`config.mk`:
```
export PLATFORM = sky130hd
export DESIGN_NAME = laser_pulse_guard
export DESIGN_NICKNAME = d
export VERILOG_FILES = /design/src/rtl/laser_pulse_guard.sv
export SDC_FILE = /design/constraint.sdc
export NUM_CORES = 1
export LEC_CHECK = 0
export BUFFER_PORTS_ARGS = -buffer_cell sky130_fd_sc_hd__buf_4
export CORE_ASPECT_RATIO = 1.1
export CORE_MARGIN = 8
export CORE_UTILIZATION = 55
export DETAILED_ROUTE_END_ITERATION = 16
export GPL_TIMING_DRIVEN = 0
export PLACE_DENSITY = 0.76
export SLEW_MARGIN = 20
export SYNTH_ARGS = -nofsm -noshare
export SYNTH_HDL_FRONTEND = slang
export SYNTH_SLANG_ARGS = --single-unit
```
`constraint.sdc`:
```
create_clock -name clk -period 2.4 [get_ports clk]
set_clock_uncertainty 0.15 [all_clocks]
set_input_delay 0.24 -clock clk [delete_from_list [all_inputs] [get_ports clk]]
set_output_delay 0.24 -clock clk [all_outputs]
set_load 0.05 [all_outputs]
```
`src/rtl/laser_pulse_guard.sv`:
```
// Laser pulse safety interlock: synchronizes the pulse pin, checks pulse width,
// repetition rate and a software watchdog, and gates laser power accordingly.
module laser_pulse_guard #(
    parameter int MAX_WIDTH_CYC  = 250000,
    parameter int MIN_PERIOD_CYC = 2500000,
    parameter int WDOG_CYC       = 50000000
) (
    input  logic        clk,
    input  logic        rst,
    input  logic        laser_pulse,
    input  logic        safety_clear,
    input  logic        wdog_en,
    input  logic        wdog_kick,
    output logic        laser_en,
    output logic [3:0]  status,
    output logic [15:0] pulse_count
);

    localparam int WW = $clog2(MAX_WIDTH_CYC + 2);
    localparam int PW = $clog2(MIN_PERIOD_CYC + 1);
    localparam int DW = $clog2(WDOG_CYC + 1);

    localparam logic [WW-1:0] WIDTH_MAX = WW'(MAX_WIDTH_CYC);
    localparam logic [WW-1:0] WIDTH_SAT = WW'(MAX_WIDTH_CYC + 1);
    localparam logic [PW-1:0] PERIOD_SAT = PW'(MIN_PERIOD_CYC);
    localparam logic [DW-1:0] WDOG_SAT = DW'(WDOG_CYC);
    localparam logic [DW-1:0] WDOG_PRE = DW'(WDOG_CYC - 1);

    typedef enum logic [1:0] {
        DISARMED = 2'd0,
        ARMED    = 2'd1,
        FAULT    = 2'd2
    } state_t;

    state_t        state_q, state_d;
    logic          sync1_q, p_s_q, p_d_q;
    logic [WW-1:0] width_q, width_d;
    logic [PW-1:0] period_q, period_d;
    logic [DW-1:0] wdog_q, wdog_d;
    logic          seen_q, seen_d;
    logic          pulse_err_q, pulse_err_d;
    logic          rate_err_q, rate_err_d;
    logic          wdog_to_q, wdog_to_d;
    logic [15:0]   count_q, count_d;
    logic          laser_en_q, laser_en_d;

    logic rise;
    logic active;
    logic pulse_set, rate_set, wdog_set, any_set;
    logic clear_ok;

    always_comb begin
        rise      = p_s_q & ~p_d_q;
        active    = (state_q != DISARMED);
        pulse_set = active & p_s_q & ~rise & (width_q == WIDTH_MAX);
        rate_set  = active & rise & seen_q & (period_q < PERIOD_SAT);
        // A kick in the reach cycle restarts the counter, so it wins over the set.
        wdog_set  = active & wdog_en & ~wdog_kick & (wdog_q == WDOG_PRE);
        any_set   = pulse_set | rate_set | wdog_set;
        clear_ok  = safety_clear & ~p_s_q & ~any_set;
    end

    always_comb begin
        state_d     = state_q;
        width_d     = width_q;
        period_d    = period_q;
        wdog_d      = wdog_q;
        seen_d      = seen_q;
        pulse_err_d = pulse_err_q;
        rate_err_d  = rate_err_q;
        wdog_to_d   = wdog_to_q;
        count_d     = count_q;
        laser_en_d  = (state_q == ARMED);

        if (state_q == DISARMED) begin
            width_d  = '0;
            period_d = '0;
            wdog_d   = '0;
            seen_d   = 1'b0;
            if (safety_clear && !p_s_q) begin
                state_d = ARMED;
            end
        end else begin
            if (rise) begin
                width_d = WW'(1);
            end else if (p_s_q && width_q != WIDTH_SAT) begin
                width_d = width_q + 1'b1;
            end

            if (rise) begin
                period_d = PW'(1);
            end else if (period_q != PERIOD_SAT) begin
                period_d = period_q + 1'b1;
            end

            if (!wdog_en || wdog_kick) begin
                wdog_d = '0;
            end else if (wdog_q != WDOG_SAT) begin
                wdog_d = wdog_q + 1'b1;
            end

            if (rise) begin
                seen_d = 1'b1;
            end

            pulse_err_d = pulse_err_q | pulse_set;
            rate_err_d  = rate_err_q | rate_set;
            wdog_to_d   = wdog_to_q | wdog_set;

            if (state_q == ARMED) begin
                if (rise && !any_set) begin
                    count_d = count_q + 16'd1;
                end
                if (any_set) begin
                    state_d = FAULT;
                end
            end else if (clear_ok) begin
                state_d     = ARMED;
                width_d     = '0;
                period_d    = '0;
                wdog_d      = '0;
                seen_d      = 1'b0;
                pulse_err_d = 1'b0;
                rate_err_d  = 1'b0;
                wdog_to_d   = 1'b0;
            end
        end
    end

    always_ff @(posedge clk) begin
        if (rst) begin
            state_q     <= DISARMED;
            sync1_q     <= 1'b0;
            p_s_q       <= 1'b0;
            p_d_q       <= 1'b0;
            width_q     <= '0;
            period_q    <= '0;
            wdog_q      <= '0;
            seen_q      <= 1'b0;
            pulse_err_q <= 1'b0;
            rate_err_q  <= 1'b0;
            wdog_to_q   <= 1'b0;
            count_q     <= '0;
            laser_en_q  <= 1'b0;
        end else begin
            state_q     <= state_d;
            sync1_q     <= laser_pulse;
            p_s_q       <= sync1_q;
            p_d_q       <= p_s_q;
            width_q     <= width_d;
            period_q    <= period_d;
            wdog_q      <= wdog_d;
            seen_q      <= seen_d;
            pulse_err_q <= pulse_err_d;
            rate_err_q  <= rate_err_d;
            wdog_to_q   <= wdog_to_d;
            count_q     <= count_d;
            laser_en_q  <= laser_en_d;
        end
    end

    assign laser_en    = laser_en_q;
    assign status      = {wdog_to_q, rate_err_q, pulse_err_q, (state_q == ARMED)};
    assign pulse_count = count_q;

endmodule

```
# == Word level (Yosys, flattened, before mapping) ==
# Index checks and enable logic that the tools add are counted.
# word_totals
inputBits,6
regBits,92
output_inout_bits,21
wordCells,88
# op_classes
n_reduce_logical,13
addsub,4
bitwise_logic,23
magnitude_cmp,1
mux,26
n_eq_ne,8
# ops
op,n
26-bit two-way mux,4
22-bit two-way mux,4
18-bit two-way mux,4
"26-bit by 1-bit adder with 26-bit output, second input constant",1
"26-bit equality test, second input constant",1
"26-bit inequality test, second input constant",1
"22-bit by 1-bit adder with 22-bit output, second input constant",1
"22-bit < comparator, second input constant",1
"22-bit inequality test, second input constant",1
"18-bit by 1-bit adder with 18-bit output, second input constant",1
"18-bit equality test, second input constant",1
"18-bit inequality test, second input constant",1
"16-bit by 1-bit adder with 16-bit output, second input constant",1
1-bit bitwise AND,12
2-bit two-way mux,5
1-bit two-way mux,9
1-bit inverter,6
3-bit AND reduction,2
1-bit bitwise OR,5
1-bit logical AND,3
1-bit logical NOT,3
"3-bit by 1-bit inequality test with 1-bit output, second input constant",1
3-bit nonzero test,1
"2-bit by 1-bit equality test with 1-bit output, second input constant",1
other kinds (5),5

# == Depth between registers and ports, before layout ==
# Gate-level depths: netlist (run 1).
# depth
depth_word,12
ltp_mapped,8
ltp_nobuf,6

# == Worst setup path after synthesis (run 1) ==
# Ideal clock, no wire load.
# synth_path
path_type,reg2reg
startpoint,register state_q[1]
endpoint,register count_q[10] (netlist: pulse_count[10])
stages_incl_launch_ff,9
arrival_time_ns,2.071
required_ns,2.129
n_path_buf,3
setup_slack_ns,0.058
period_less_slack_ns,2.342
setup_ns,0.121
cell_sequence,dfxtp_1 -> buf_2 -> nor2_1 -> nor4b_1 -> a41o_1 -> buf_2 -> clkbuf_1 -> nor4_1 -> mux2_2
# synth_via
elab_chain_len,9
elab_cells_between_ends,18
cone_classes,eq/ne (1); bitwise (12); reduce/logical (5)
# synth_rtl
element,line_no,text
start: declaration,35,"state_t state_q, state_d;"
start signal: assignment,146,state_q <= state_d;
2-bit nonzero test,54,active = (state_q != DISARMED);
1-bit bitwise AND (on tied branches) (3 in series),"55, 56",
1-bit bitwise OR (2 in series),59,any_set = pulse_set | rate_set | wdog_set;
1-bit logical NOT,111,if (rise && !any_set) begin
1-bit logical AND,111,
3-bit AND reduction (no line) *,--,
end signal: assignment,157,count_q <= count_d;
end: declaration,44,"logic [15:0] count_q, count_d;"
# Every way passes the cells marked *; elsewhere a longest branch is shown, timed or not.
# A chain may end at the register's enable or synchronous reset.

# == Worst setup path after layout (run 1) ==
# layout_path
startpoint,register period_q[6]
endpoint,register count_q[9] (netlist: pulse_count[9])
# layout_via
elab_chain_len,7
# layout_rtl
element,line_no,text
start: declaration,38,"logic [PW-1:0] period_q, period_d;"
start signal: assignment,151,period_q <= period_d;
22-bit < comparator,56,rate_set = active & rise & seen_q & (period_q < PERIOD_SAT);
1-bit bitwise AND,56,
1-bit bitwise OR (2 in series),59,
1-bit logical NOT,111,
1-bit logical AND,111,
3-bit AND reduction (no line),--,
# Every way passes these cells.

==> results of run 1 <==
## sequential cells by signal, summed over array words and instances, names as in the netlist, 2 cells and up
signal	flops
width_q	18
state_q	2
period_q	22
pulse_count	16
wdog_q	26
## cell families after synthesis
family          synth area share
compound gates             0.111
buf+inv                   0.0566
xor+xnor                  0.0860
fa+ha+maj                 0.0205
mux                       0.0427
simple gates               0.306
flops                      0.377
## worst max-delay path by stage
stage / startpoint / to / cells past startpoint / slack (ps)
after global placement: state_q[1] / pulse_count[9] / 8 / -400
after global routing: width_q[5] / width_q[15] / 6 / -20
final: period_q[6] / pulse_count[9] / 7 / 40
after floorplan: state_q[1] / pulse_count[10] / 8 / 60
after detailed placement: state_q[1] / pulse_count[9] / 8 / -460
after CTS: wdog_q[0] / pulse_count[12] / 8 / 10
## per-stage QoR
| stage | area, um2 | power (W) | cells | worst slack (ps) |
|---|---|---|---|---|
| floorplan | 4890 | 0.00166 | 563 | 58.3 |
| global placement | 5220 | 0.00170 | 702 | -404 |
| detailed placement | 5220 | 0.00170 | 702 | -461 |
| CTS | 5530 | 0.00269 | 721 | 11.7 |
| global route | 5780 | 0.00277 | 730 | -19.5 |
| finish | 5780 | 0.00267 | 730 | 43.3 |
## layout make-up
| class | count | area [um2] |
|---|---|---|
| buffer | 38 | 211 |
| clock buffer | 11 | 131 |
| clock inverter | 3 | 40.0 |
| fill | 729 | 2960 |
| inverter | 25 | 93.8 |
| multi-input combinational | 405 | 2970 |
| sequential | 92 | 1870 |
| tap | 114 | 143 |
| timing repair buffer | 42 | 318 |
## repair_timing
action,CTS,global route
endpoints found under the hold margin,1,0
gates resized for setup,26,45
pin swaps,4,10
setup endpoints to repair,87,82
hold buffers,1,0
buffers inserted,4,12
## cell usage in the layout (no fill, tap or decap), types with 11 or more instances in the layout
cell type  Yosys  routed
a211oi_1      43      41
and3_1        13      12
buf_4          4      48
clkbuf_1      23      17
dfxtp_1       92      80
inv_1         25      25
mux2_2        15      15
nand2_1       26      26
nand3_1       24      24
nand4_1       16      16
nor2_1        39      38
nor2b_1       18      18
nor3_1        36      35
o21ai_0       11      11
or3_1         11      11
xnor2_1       38      38
## per-layer routing
layer	share of wire	wire, um
met5	0	0
met4	0.019	222
met3	0.034	389
met2	0.49	5620
met1	0.45	5170
## critical path: cells and delay by family, from the launching register on
family / cells / cell delay [ps]
mux: 1 / 360
compound gates: 2 / 420
simple gates: 2 / 580
flops: 1 / 410
buf+inv: 2 / 330
## power groups by stage
| stage | Combinational (W) | Clock, W | Sequential (W) |
|---|---|---|---|
| floorplan | 0.0000871 | 0 | 0.00158 |
| global placement | 0.000129 | 0 | 0.00157 |
| detailed placement | 0.000131 | 0 | 0.00157 |
| CTS | 0.000136 | 0.00101 | 0.00154 |
| global route | 0.000153 | 0.00108 | 0.00154 |
| finish | 0.000140 | 0.000993 | 0.00153 |
==> flow_summary.toml, run 1 <==
[cts]
cts_root_buf = "clkbuf_8"
cts.clk_slew.worst_paths_ps = 90
ctsLongestPathBuffers = 2
cts_buffers = 9
h-tree-depth = 3
insertion_delay_ps = 360
cts_num_sinks = 92
cts_tree = "done"

[synth]
synthCells = 563
synth_edf_count = 0
synth_nets = 577
synth_area_um2 = 4890
yosys.area.top_type = "dfxtp_1"
synth.area.top_cells = "dfxtp_1 38%, xnor2_1 6.8%, a211oi_1 6.6%, nor3_1 3.7%, mux2_2 3.5%"
synth-async-reset-ratio = 0
netlist.area_leader.share = 0.377
synth_ff_type = "dfxtp_1"
synth.most_common_cell = "dfxtp_1"
ys_warn_count = 0
synth_cell_types = 50
synth_commonest_cells = "92 x dfxtp_1, 43 x a211oi_1, 39 x nor2_1, 38 x xnor2_1, 36 x nor3_1"
synth-seq-cells = 92
synth-seq-area-share = 0.377
syn_avg_cell_area_um2 = 8.68

[sta]
whs_ps = 305
clock.fmax_mhz = 424
slew_viol_final = 0
setup-violations-final = 0
min_period_ps = 2360
slew_headroom = 0.635
fin_crit_sh = 0.982
worst_pin_slew_ps = 548
hold_viol_final = 0
setup_tns_ps = 0

[placed_design]
dp_hpwl_mm = 7.63
place.gp.congestion = 0.831
portBuffers = 25

[finish]
area.growth.synth_to_final_pct = 18.2
fin_nets = 627
drive_gt1_frac = 0.227
diodes = 0
post-route-util = 0.661

[setup_path]
crit_type = "reg2reg"
crit_required_ps = 2510
start_kind = "register"
crit_path_max_fanout = 10
ff2ff_path_depth = 7
ff2ff_setup_slack_ps = 40
max_stage_delay_ps = 410
r2r_start = "period_q[6]"
crit_path_top_delay_cell = "dfxtp_1"
worstPathArrival_ps = 2470
crit_chain = "and3_1 -> o211ai_1 -> a41o_1 -> buf_6 -> buf_8 -> nor4_4 -> mux2_2"
rr_endpoint = "pulse_count[9]"
worstSetupEndpointType = "register"

[die]
die_x_um = 106
start_util = 0.559
io_pins = 27
die_h_um = 115
rows = 36
die-area_um2 = 12200
coreArea_um2 = 8740

[detailed_routing]
post_drt_via_cell_ratio = 5.99
drt_iter0_markers = 234
drt-pass1-iter-count = 4
wl_per_cell_um = 15.6
vias = 4370
wl_mm = 11.4
drc = 0
ant_nets = 0

[power_and_ir_drop]
comb_power_share = 0.053
p_per_area_nw_per_um2 = 462
p_switching_w = 0.000627
clkPwrFrac = 0.372
swShare = 0.235
p_leak_nw = 1.85
ir_drop_mv = 0.326
p_int_w = 0.00204
p_seq_frac = 0.575

[min_path]
holdPathEnd = "p_s_q"
min_from = "sync1_q"
holdPathStages = 1
hold_class = "reg2reg"

[grt]
top_usage_layer = "met2"
use_met3 = 0.0331
grt_use_met2 = 0.331
overflow = 0
grt_pass1_wl_mm = 19.5
grt_usage = 0.190
grt_max_degree = 14
antenna_found_initial = 0
use_met1 = 0.227
grt_pass1_vias = 4263

[run_status]
status = "completed"

[run]
maxCapViolations = 0
Power figures use the tool's default switching activity.
==> run 2, diff against run 1 <==
==> config.mk (replaced) <==
export PLATFORM = sky130hd
export DESIGN_NAME = laser_pulse_guard
export DESIGN_NICKNAME = d
export VERILOG_FILES = /design/src/rtl/laser_pulse_guard.sv
export SDC_FILE = /design/constraint.sdc
export NUM_CORES = 1
export LEC_CHECK = 0
export CORE_ASPECT_RATIO = 1.1
export CORE_UTILIZATION = 57
export DETAILED_ROUTE_END_ITERATION = 16
export DONT_BUFFER_PORTS = 1
export GPL_TIMING_DRIVEN = 0
export HOLD_SLACK_MARGIN = 0.03
export PLACE_DENSITY = 0.75
export SLEW_MARGIN = 20
export SYNTH_ARGS = -nofsm -noshare
export SYNTH_HDL_FRONTEND = slang
export SYNTH_SLANG_ARGS = --single-unit
==> flow_summary.toml, run 2 (synthesis results as in run 1) <==
[cts]
cts_root_buf = "clkbuf_8"
insertion_delay_ps = 360
cts_tree = "done"
cts_num_sinks = 92
cts_buffers = 9
ctsLongestPathBuffers = 2
h-tree-depth = 3
cts.clk_slew.worst_paths_ps = 100

[min_path]
hold_class = "in2reg"

[grt]
antenna_found_initial = 0
overflow = 0
grt_pass1_vias = 3988
grt_usage = 0.254
grt_pass1_wl_mm = 18.6
grt_max_degree = 15

[sta]
fin_crit_sh = 0.994
slew_viol_final = 0
worst_pin_slew_ps = 596
rsz0062_at_grt = "true"
hold_viol_final = 0
setup-violations-final = 0
min_period_ps = 2390
clock.fmax_mhz = 419
slew_headroom = 0.602

[setup_path]
cp_top_family = "simple AND/OR/NAND/NOR gates"
cp_num_buf_inv = 2
crit_path_top_delay_cell = "dfxtp_1"
worstPathArrival_ps = 2490
crit_path_max_fanout = 10
start_kind = "register"
worstSetupEndpointType = "register"
crit_type = "reg2reg"
crit_required_ps = 2500
crit_chain = "nor4bb_4 -> nand4_1 -> a41o_1 -> buf_6 -> buf_6 -> nor4_2 -> mux2_2"
path_common_cell = "buf_6"
max_stage_delay_ps = 380

[detailed_routing]
wl_mm = 11.3
drc = 0
drt-pass1-iter-count = 5
wl_per_cell_um = 16.1
post_drt_via_cell_ratio = 6.09
vias = 4260
ant_nets = 0
drt_iter0_markers = 117

[die]
die-area_um2 = 8950
die_h_um = 99.1
io_pins = 27
die_x_um = 90.3
start_util = 0.584
coreArea_um2 = 8360
rows = 35

[placed_design]
portBuffers = 0
place.gp.congestion = 0.818
dp.cells = 674
dp_hpwl_mm = 7.44

[power_and_ir_drop]
total_power_w = 0.00283
p_leak_nw = 1.72
p_per_area_nw_per_um2 = 504
ir_drop_mv = 0.327

[finish]
largest_reg_flops = 26
regMostFlops = "wdog_q"
final_cells = 700
final_cell_mix = "71 x dfxtp_1, 41 x a211oi_1, 38 x nor2_1, 38 x xnor2_1, 36 x nor3_1"
reg_top3 = "wdog_q x26, period_q x22, width_q x18"
diodes = 0
area.growth.synth_to_final_pct = 15.1
post-route-util = 0.673
drive_gt1_frac = 0.205
n_fill_cell = 669
layout_commonest_cell = "dfxtp_1"
fin_nets = 598

[run_status]
status = "completed"

[run]
maxCapViolations = 0
==> run 2: repair_timing <==
action,in CTS,in global routing
gates resized for setup,27,65
pin swaps,7,11
setup buffers,6,5
endpoints found under the hold margin,1,0
gates cloned,0,0
hold buffers,1,0
setup endpoints to repair,87,83
==> run 2: area by class of cell <==
type | count | area (um2) | area share
inverter | 25 | 93.8 | 0.0167
sequential | 92 | 1880 | 0.334
clock inverter | 4 | 72.6 | 0.0129
timing repair buffer | 12 | 92.6 | 0.0165
multi-input combinational | 405 | 2970 | 0.529
clock buffer | 12 | 145 | 0.0258
tap | 111 | 139 | 0.0247
buffer | 39 | 230 | 0.0409
==> run 2: per-stage QoR <==
step	area [um2]	hold WS, ps	setup TNS, ps	worst slack (ps)
2_1_floorplan	4890	218	0	58.3
3_3_place_gp	5030	230	-18980	-394
3_5_place_dp	5030	228	-20230	-399
4_1_cts	5380	281	0	1.34
5_1_grt	5630	306	-281	-59.0
6_report	5630	273	0	14.0
==> run 2: path summary, 6_finish.rpt <==
check	start	endpoint	slack [ps]	depth (start not counted)
min reg2reg	sync1_q	p_s_q	310	1
max	period_q[8]	pulse_count[14]	10	7
min	rst	pulse_count[0]	270	3
max reg2reg	period_q[8]	pulse_count[14]	10	7
==> run 2: routing by layer <==
| metal | global-route usage | routed length, um | vias to the layer above |
|---|---|---|---|
| li1 | - | - | 2100 |
| met3 | 0.0505 | 474 | 21 |
| met2 | 0.428 | 5600 | 104 |
| met5 | 0 | 0 | - |
| met4 | 0.0881 | 197 | 0 |
| met1 | 0.325 | 5020 | 2035 |
==> run 2: worst min-delay path, cell delays in order <==
cell and delay [ps]:
clkbuf_1 220, nor2b_1 160, mux2_2 140
==> run 2: report_power, final <==
| part | internal (W) | total, W | switching [W] |
|---|---|---|---|
| sequential | 0.00153 | 0.00154 | 0.0000117 |
| combinational | 0.0000447 | 0.000136 | 0.0000910 |
| clock | 0.000615 | 0.00116 | 0.000544 |
==> run 3, diff against run 2 <==
--- a/config.mk
+++ b/config.mk
@@ -11,7 +11,8 @@
 export DONT_BUFFER_PORTS = 1
 export GPL_TIMING_DRIVEN = 0
 export HOLD_SLACK_MARGIN = 0.03
-export PLACE_DENSITY = 0.75
+export MAX_ROUTING_LAYER = met4
+export PLACE_DENSITY = 0.83
 export SLEW_MARGIN = 20
 export SYNTH_ARGS = -nofsm -noshare
 export SYNTH_HDL_FRONTEND = slang
==> flow_summary.toml, run 3 (synthesis results as in run 1) <==
[setup_path]
worstSetupEndpointType = "register"
worstPathArrival_ps = 2550
crit_type = "reg2reg"
crit_chain = "and3_1 -> o211ai_1 -> a41o_2 -> buf_6 -> buf_8 -> nor4_2 -> mux2_2"
ff2ff_setup_slack_ps = -30
max_stage_delay_ps = 420
crit_path_max_fanout = 10
crit_required_ps = 2520
start_kind = "register"
crit_path_top_delay_cell = "dfxtp_1"

[detailed_routing]
wl_per_cell_um = 16.7
post_drt_via_cell_ratio = 6.14
drc = 0
drt_iter0_markers = 262
ant_nets = 0
wl_mm = 11.8
drt-pass1-iter-count = 5
vias = 4326

[finish]
regMostFlops = "wdog_q"
final_cell_mix = "70 x dfxtp_1, 41 x a211oi_1, 38 x nor2_1, 38 x xnor2_1, 35 x nor3_1"
reg_top3 = "wdog_q x26, period_q x22, width_q x18"
drive_gt1_frac = 0.215
diodes = 0
layout_commonest_cell = "dfxtp_1"
area.growth.synth_to_final_pct = 15.7
fin_area_um2 = 5660
final-seq-area_um2 = 1880
n_fill_cell = 625
multiInputGateArea_um2 = 2970
final_cells = 705
largest_reg_flops = 26
fin_nets = 603

[placed_design]
portBuffers = 0
place.gp.congestion = 0.899
dpl_cell_area_um2 = 5030
dp_hpwl_mm = 7.37
dp.cells = 674

[min_path]
hold_class = "in2reg"

[die]
die_h_um = 99.1
io_pins = 27
rows = 35
coreArea_um2 = 8360
die_x_um = 90.3
die-area_um2 = 8950
start_util = 0.584

[sta]
setup-violations-final = 1
clock.fmax_mhz = 412
timing.final.ws_setup_ps = -25.7
rsz0062_at_grt = "true"
setup_tns_ps = -25.7
whs_ps = 270
slew_headroom = 0.580
fin_crit_sh = 1.01
hold_viol_final = 0
slew_viol_final = 0
worst_pin_slew_ps = 628
min_period_ps = 2430

[cts]
insertion_delay_ps = 380
cts_tree = "done"
ctsLongestPathBuffers = 2
cts_num_sinks = 92
cts.clk_slew.worst_paths_ps = 100
cts_root_buf = "clkbuf_8"
h-tree-depth = 3
cts_buffers = 9

[run_status]
status = "complete, but fails checks"
violations = "negative setup slack"

[grt]
overflow = 0
antenna_found_initial = 0
grt_pass1_vias = 3952
grt_usage = 0.260
grt_pass1_wl_mm = 18.5
grt_max_degree = 15

[power_and_ir_drop]
p_per_area_nw_per_um2 = 506
p_leak_nw = 1.76
ir_drop_mv = 0.331

[run]
maxCapViolations = 0
## run 3: cell types whose count changed in the layout (fill, tap and decap cells not counted), sizes merged
cell | previous run | this run
buf | 27 | 32
## run 3: report_power, final
part           internal, W  switching, W
Combinational    0.0000433     0.0000921
Sequential         0.00153     0.0000122
Clock             0.000615      0.000574
Total              0.00219      0.000678
## run 3: final timing paths
kind	end	cells after the start	start
min reg2reg	p_s_q	1	sync1_q
min	pulse_count[0]	3	rst
max reg2reg	pulse_count[14]	7	period_q[6]
max	pulse_count[14]	7	period_q[6]
## run 3: repair_timing
action,4_1_cts,5_1_grt
pin swaps,5,11
cloned,0,1
endpoints found under the setup margin,88,82
gates resized for setup,29,59
endpoints found under the hold margin,1,0
setup buffers,5,11
hold buffers,1,0
## run 3: per-stage QoR
stage	utilization	worst slack, ps	total power, W
global placement	0.601	-354	0.00169
floorplan	-	58.3	0.00166
finish	0.676	-25.7	0.00286
detailed placement	0.601	-422	0.00170
global route	0.676	-62.0	0.00292
CTS	0.645	2.86	0.00284
## run 3: area by class of cell
cell class | count | share of cell area
Inverter | 25 | 0.0166
Clock inverter | 4 | 0.0128
Tap cell | 111 | 0.0245
Timing Repair Buffer | 17 | 0.0226
Sequential cell | 92 | 0.332
Buffer | 39 | 0.0400
Multi-Input combinational cell | 405 | 0.526
Clock buffer | 12 | 0.0257
## run 3: worst max-delay path: cells and delay by family, from the launching register on
| kind | cells | cell delay [ps] |
|---|---|---|
| and+or+nand+nor | 2 | 620 |
| muxes | 1 | 370 |
| buffers and inverters | 2 | 300 |
| DFF | 1 | 420 |
| AOI/OAI and AO/OA | 2 | 450 |
## run 3: per-layer routing
layer  GRT usage  wire length (um)  vias to the layer above
met5           -                 0                        -
met4       0.115               256                        0
met3      0.0420               515                       24
met2       0.442              6030                      119
met1       0.304              4960                     2087
li1            -                 -                     2096
